$ cat config.mk
export PLATFORM = sky130hd
export DESIGN_NAME = stack_cpu_control
export DESIGN_NICKNAME = d
export VERILOG_FILES = /design/src/rtl/stack_cpu_pkg.sv /design/src/rtl/stack_cpu_decode.sv /design/src/rtl/stack_cpu_control.sv
export SDC_FILE = /design/constraint.sdc
export NUM_CORES = 1
export LEC_CHECK = 0
export ABC_AREA = 1
export BUFFER_PORTS_ARGS = -buffer_cell sky130_fd_sc_hd__buf_2
export CAP_MARGIN = 15
export CELL_PAD_IN_SITES_DETAIL_PLACEMENT = 0
export CELL_PAD_IN_SITES_GLOBAL_PLACEMENT = 2
export CORE_AREA = 2 2 74 76
export CTS_BUF_LIST = sky130_fd_sc_hd__clkbuf_4 sky130_fd_sc_hd__clkbuf_8
export DETAILED_ROUTE_END_ITERATION = 8
export DIE_AREA = 0 0 76 78
export GPL_ROUTABILITY_DRIVEN = 0
export PLACE_DENSITY_LB_ADDON = 0.1
export REMOVE_ABC_BUFFERS = 1
export SLEW_MARGIN = 20
export SYNTH_ARGS = -nofsm -noshare
export SYNTH_HDL_FRONTEND = slang
export SYNTH_HIERARCHICAL = 1
export SYNTH_SLANG_ARGS = --single-unit
$ cat constraint.sdc
create_clock -name clk -period 1.1 [get_ports clk]
set_input_delay 0.165 -clock clk [delete_from_list [all_inputs] [get_ports clk]]
set_output_delay 0.165 -clock clk [all_outputs]
set_load 0.02 [all_outputs]
$ cat src/rtl/stack_cpu_pkg.sv
// Shared opcode map, controller state encoding and datapath mux-select codes
// for the stack-processor control sequencer.
package stack_cpu_pkg;

   localparam logic [5:0] OP_NOP      = 6'h00;
   localparam logic [5:0] OP_PUSHI    = 6'h01;
   localparam logic [5:0] OP_ALU_BASE = 6'h10;
   localparam logic [5:0] OP_ALU_LAST = 6'h1E;
   localparam logic [5:0] OP_JMP      = 6'h20;
   localparam logic [5:0] OP_HALT     = 6'h3F;

   typedef enum logic [3:0] {
      INIT,
      FETCH,
      FETCH_W,
      DECODE,
      POP1,
      POP1_W,
      POP2,
      POP2_W,
      PUSH_ALU,
      PUSH_IMM,
      JMP_X,
      HALT,
      ERROR
   } state_t;

   typedef enum logic {
      CLS_BIN,
      CLS_JMP
   } op_class_t;

   localparam logic [1:0] ADDR_SR    = 2'd0;
   localparam logic [1:0] ADDR_SRID  = 2'd1;
   localparam logic [1:0] ADDR_PC    = 2'd2;
   localparam logic [1:0] ADDR_R1    = 2'd3;

   localparam logic [1:0] DATA_SR    = 2'd0;
   localparam logic [1:0] DATA_PCID  = 2'd1;
   localparam logic [1:0] DATA_ALU   = 2'd2;
   localparam logic [1:0] DATA_CMD   = 2'd3;

   localparam logic [1:0] NEXT_ALU   = 2'd0;
   localparam logic [1:0] NEXT_ID    = 2'd1;
   localparam logic [1:0] NEXT_START = 2'd2;
   localparam logic [1:0] NEXT_ZERO  = 2'd3;

endpackage

$ cat src/rtl/stack_cpu_decode.sv
// Combinational opcode decoder: maps the 6-bit opcode to the state that
// follows DECODE, the operand-pop class, and an illegal-opcode flag.
module stack_cpu_decode
   import stack_cpu_pkg::*;
(
   input  logic [5:0] opcode,
   output state_t     next_state,
   output op_class_t  op_class,
   output logic       illegal
);

   always_comb begin
      next_state = ERROR;
      op_class   = CLS_BIN;
      illegal    = 1'b0;
      if (opcode == OP_NOP) begin
         next_state = FETCH;
      end else if (opcode == OP_PUSHI) begin
         next_state = PUSH_IMM;
      end else if (opcode >= OP_ALU_BASE && opcode <= OP_ALU_LAST) begin
         next_state = POP1;
         op_class   = CLS_BIN;
      end else if (opcode == OP_JMP) begin
         next_state = POP1;
         op_class   = CLS_JMP;
      end else if (opcode == OP_HALT) begin
         next_state = HALT;
      end else begin
         illegal    = 1'b1;
      end
   end

endmodule

$ cat src/rtl/stack_cpu_control.sv
// Control sequencer for the stack-processor datapath: fetch, decode and
// per-phase control strobes, with sticky error and halt flags.
module stack_cpu_control
   import stack_cpu_pkg::*;
#(
   parameter logic [15:0] STACK_TOP   = 16'hFFFF,
   parameter logic [15:0] STACK_LIMIT = 16'h0040,
   parameter logic [3:0]  ALU_PASS    = 4'hF
)
(
   input  logic        clk,
   input  logic        rst,
   input  logic [5:0]  opcode,
   input  logic [15:0] sr_value,
   output logic        cmd_w,
   output logic        R1_w,
   output logic        R2_w,
   output logic        SR_w,
   output logic        PC_w,
   output logic        SR_inc,
   output logic        PC_inc,
   output logic [1:0]  SR_incc,
   output logic [1:0]  PC_incc,
   output logic [3:0]  ALU_func,
   output logic [1:0]  addr_sel,
   output logic [1:0]  data_sel,
   output logic        write_memory,
   output logic        error,
   output logic        halted
);

   state_t    state;
   state_t    nxt;
   state_t    dec_next;
   op_class_t dec_class;
   op_class_t op_class;
   logic      dec_illegal;
   logic [3:0] alu_op;
   logic      underflow;
   logic      overflow;

   stack_cpu_decode u_decode (
      .opcode     (opcode),
      .next_state (dec_next),
      .op_class   (dec_class),
      .illegal    (dec_illegal)
   );

   assign underflow = (sr_value == STACK_TOP);
   // sr_value-1 < STACK_LIMIT, written so SR=0 does not wrap to a legal value
   assign overflow  = (sr_value <= STACK_LIMIT);

   always_comb begin
      nxt = ERROR;
      case (state)
         INIT:     nxt = FETCH;
         FETCH:    nxt = FETCH_W;
         FETCH_W:  nxt = DECODE;
         DECODE:   nxt = dec_illegal ? ERROR : dec_next;
         POP1:     nxt = underflow ? ERROR : POP1_W;
         POP1_W:   nxt = (op_class == CLS_JMP) ? JMP_X : POP2;
         POP2:     nxt = underflow ? ERROR : POP2_W;
         POP2_W:   nxt = PUSH_ALU;
         PUSH_ALU: nxt = overflow ? ERROR : FETCH;
         PUSH_IMM: nxt = overflow ? ERROR : FETCH;
         JMP_X:    nxt = FETCH;
         HALT:     nxt = HALT;
         ERROR:    nxt = ERROR;
         default:  nxt = ERROR;
      endcase
   end

   // error/halted are registered copies of "next state is ERROR/HALT", so they
   // track the state exactly and clear on the reset edge
   always_ff @(posedge clk) begin
      if (rst) begin
         state    <= INIT;
         error    <= 1'b0;
         halted   <= 1'b0;
         op_class <= CLS_BIN;
         alu_op   <= '0;
      end else begin
         state  <= nxt;
         error  <= (nxt == ERROR);
         halted <= (nxt == HALT);
         if (state == DECODE) begin
            op_class <= dec_class;
            alu_op   <= opcode[3:0];
         end
      end
   end

   always_comb begin
      cmd_w        = 1'b0;
      R1_w         = 1'b0;
      R2_w         = 1'b0;
      SR_w         = 1'b0;
      PC_w         = 1'b0;
      SR_inc       = 1'b1;
      PC_inc       = 1'b1;
      SR_incc      = NEXT_ID;
      PC_incc      = NEXT_ID;
      ALU_func     = '0;
      addr_sel     = ADDR_PC;
      data_sel     = DATA_SR;
      write_memory = 1'b0;
      case (state)
         INIT: begin
            SR_w    = 1'b1;
            SR_incc = NEXT_START;
            PC_w    = 1'b1;
            PC_incc = NEXT_START;
         end
         FETCH: addr_sel = ADDR_PC;
         FETCH_W: begin
            cmd_w   = 1'b1;
            PC_w    = 1'b1;
            PC_incc = NEXT_ID;
            PC_inc  = 1'b1;
         end
         POP1, POP2: begin
            if (!underflow) addr_sel = ADDR_SR;
         end
         POP1_W, POP2_W: begin
            R1_w    = (state == POP1_W);
            R2_w    = (state == POP2_W);
            SR_w    = 1'b1;
            SR_incc = NEXT_ID;
            SR_inc  = 1'b1;
         end
         PUSH_ALU, PUSH_IMM: begin
            if (!overflow) begin
               ALU_func     = alu_op;
               addr_sel     = ADDR_SRID;
               SR_inc       = 1'b0;
               data_sel     = (state == PUSH_IMM) ? DATA_CMD : DATA_ALU;
               write_memory = 1'b1;
               SR_w         = 1'b1;
               SR_incc      = NEXT_ID;
            end
         end
         JMP_X: begin
            ALU_func = ALU_PASS;
            PC_w     = 1'b1;
            PC_incc  = NEXT_ALU;
         end
         default: ;
      endcase
   end

endmodule

==> metrics <==
register bit count reported by yosys 11; final wirelength 3.41 mm; top_reg_cell synth dfxtp_1; MaxCap Viol Count 0; non-filler cells, final 324; final setup fails 27; WHS Endpoint state[0]$_SDFF_PP0_; min-delay src rst; Buffers & Inverters on Critical Path 5; post-cts hold buffer count 0; most used cell, CP buf_6; Residual DRC 0; YS warnings 6; Slew Viols, Final 0; Clock Tree Buf Depth 2; R2R Path End error$_SDFF_PP0_; CTS HTree Levels 1; Arr. time, crit path approximately 1.4 ns; GRT Util Overall 0.110; period utilization 1.39; worst vdd ir 0.000618 V; post-route ant nets 0; Worst-path clk slew around 0.050 ns; Lkg Pwr 0.974 nW; DIE AREA 5930 sq um; WHS Path Cells 2; top cells by count, synth 44 x nand2_1, 44 x nor2_1, 22 x inv_1; first-pass GRT wire length between 5 and 6 mm; setup ws final -0.429 ns; hold crit path type primary input to flip-flop; clock root cell clkbuf_8; detailed placement HPWL 2.68 mm; dpl cells 313; Power Density about 1100 nW/um^2; Worst Path Max Fanout 3; Distinct cells, synth 22; Post-synth EDFFs 0; Area growth, synth to finish 103%; IO Pins 46; clk_skew 0.000534 ns; R2R cell count 10; largest net degree at the start of global routing 9; Detailed Route Iter0 Violations 20; CTS tree yes; CTS Buf Count 3; syn avg cell area 5.44 sq um; vias in the first global route 1193; later-pin clock latency in the skew report 0.24 ns; CP Launch Type flip-flop; Final Hold Viols 0; share of cells above drive strength 1 0.587; asr flop ratio synth 0; fin util 0.381; Initial DRT Pass Iterations 4; core area 5040 sq um; clock sinks 11; per-cell routed wire length 10.5 microns; Post-Syn Area ~950 sq um; register area share after synthesis 0.232; CP max-delay cell dfxtp_2; R2R setup slack -0.24 ns; critical path endpoint category primary output; initial core utilization 0.188; max incr delay on CP 0.35 ns; Cells after Synth 174; Die Height 78 microns; RSZ-0062 raised after global routing true; FMAX 654 MHz; Required @ worst endpoint 0.94 ns; Min Clock Period, post-route around 1.5 ns; Vias between 1000 and 1500; WS Path Type flip-flop to primary output; area leader, netlist dfxtp_1; number of core rows 26; top post-synthesis cells by area dfxtp_1 23%, nand2_1 17%, nor2_1 17%, inv_1 8.7%, nand3_1 6.9%; cells along the critical path inv_4 -> buf_6 -> nor2_4 -> inv_2 -> buf_6 -> o211ai_1 -> buf_4; # nets final 279; Via density 3.96; FF-to-FF Start state[2]$_SDFF_PP0_; status finished with violations; Synth top area share 0.232; Buffers on Ports 44; initial antenna violation count 0; diode count 0; Worst path top cell family by delay buffers and inverters; Critical path origin state[2]$_SDFF_PP0_; failing checks negative setup slack; grt ovf 0; Die Wd 76 microns
-- layout by cell type, fill, tap and decap left out, types with 2 or more instances in the layout --
cell type	n
clkbuf_8	3
o21ai_2	7
buf_4	34
o21ai_1	2
nor2_1	31
nor2_4	11
nand3_4	2
nor2_2	12
inv_4	4
inv_1	19
nand3_2	4
nand3_1	8
nand2_2	8
buf_2	26
dfxtp_4	3
nor3_2	2
buf_6	19
inv_2	2
nand2_1	34
dfxtp_1	7
nand2_4	6
-- per-layer routing --
metal  vias up  routed length (microns)  part of all wire  GRT usage
met5         -                        0                 0          0
met4         0                       22            0.0064     0.0218
met3         5                      173             0.051     0.0244
met2        35                     1660              0.49      0.184
met1       557                     1560              0.46      0.146
li1        686                        -                 -          -
-- registers in the layout (all words and copies together) (netlist names) --
| name | count |
|---|---|
| error | 1 |
| alu_op | 4 |
| halted | 1 |
| op_class | 1 |
| state | 4 |
-- where the power goes --
group | total, mW | internal, mW | switching, mW
combinational | 1.13 | 0.531 | 0.601
sequential | 0.521 | 0.446 | 0.0747
clock | 0.433 | 0.279 | 0.154
total | 2.09 | 1.26 | 0.830
-- per-stage QoR --
| step | total power [mW] | worst slack, ns | hold WS, ns | TNS [ns] | instance area, sq um |
|---|---|---|---|---|---|
| floorplan | 0.948 | -0.797 | 0.234 | -7.32 | 920 |
| global placement | 1.34 | -0.338 | 0.392 | -6.74 | 1450 |
| detailed placement | 1.35 | -0.391 | 0.401 | -6.84 | 1450 |
| CTS | 1.97 | -0.425 | 0.136 | -7.00 | 1730 |
| global route | 2.23 | -0.511 | 0.140 | -9.08 | 1920 |
| finish | 2.09 | -0.429 | 0.148 | -6.91 | 1920 |
-- cells by family after synthesis --
family / count (synthesis) / share of synthesized area
simple gates: 119 / 0.557
buf+inv: 30 / 0.132
compound gates: 13 / 0.0740
flops: 11 / 0.232
other cells: 1 / 0.00396
-- worst reg2reg max path, cell delays in order (launching register included) --
cell,delay [ns]
dfxtp_2,0.35
inv_4,0.05
buf_6,0.11
nor2_4,0.09
buf_4,0.15
nand3_2,0.07
nand2_1,0.09
nor2_2,0.05
nand2_2,0.06
nand2_2,0.06
nor3_2,0.20
-- cell type report --
type / instances / area, sq um
sequential: 11 / 233
clock buffer: 4 / 48.8
tap: 70 / 87.6
timing repair buffer: 80 / 619
fill: 555 / 3120
inverter: 26 / 115
multi-input combinational: 133 / 818
-- how the worst max path moves through the flow --
stage / slack [ns] / endpoint / cells past startpoint
CTS: -0.42 / SR_w / 7
finish: -0.43 / SR_w / 7
floorplan: -0.80 / SR_w / 5
global placement: -0.34 / error$_SDFF_PP0_ / 13
detailed placement: -0.39 / error$_SDFF_PP0_ / 13
global route: -0.51 / SR_w / 7
-- timing repair --
item,in CTS,in global routing
setup buffers,2,5
resized for setup,76,39
pin swaps,4,6
endpoints found under the hold margin,0,0
endpoints found under the setup margin,30,30
(Power assumes the default switching activity.)
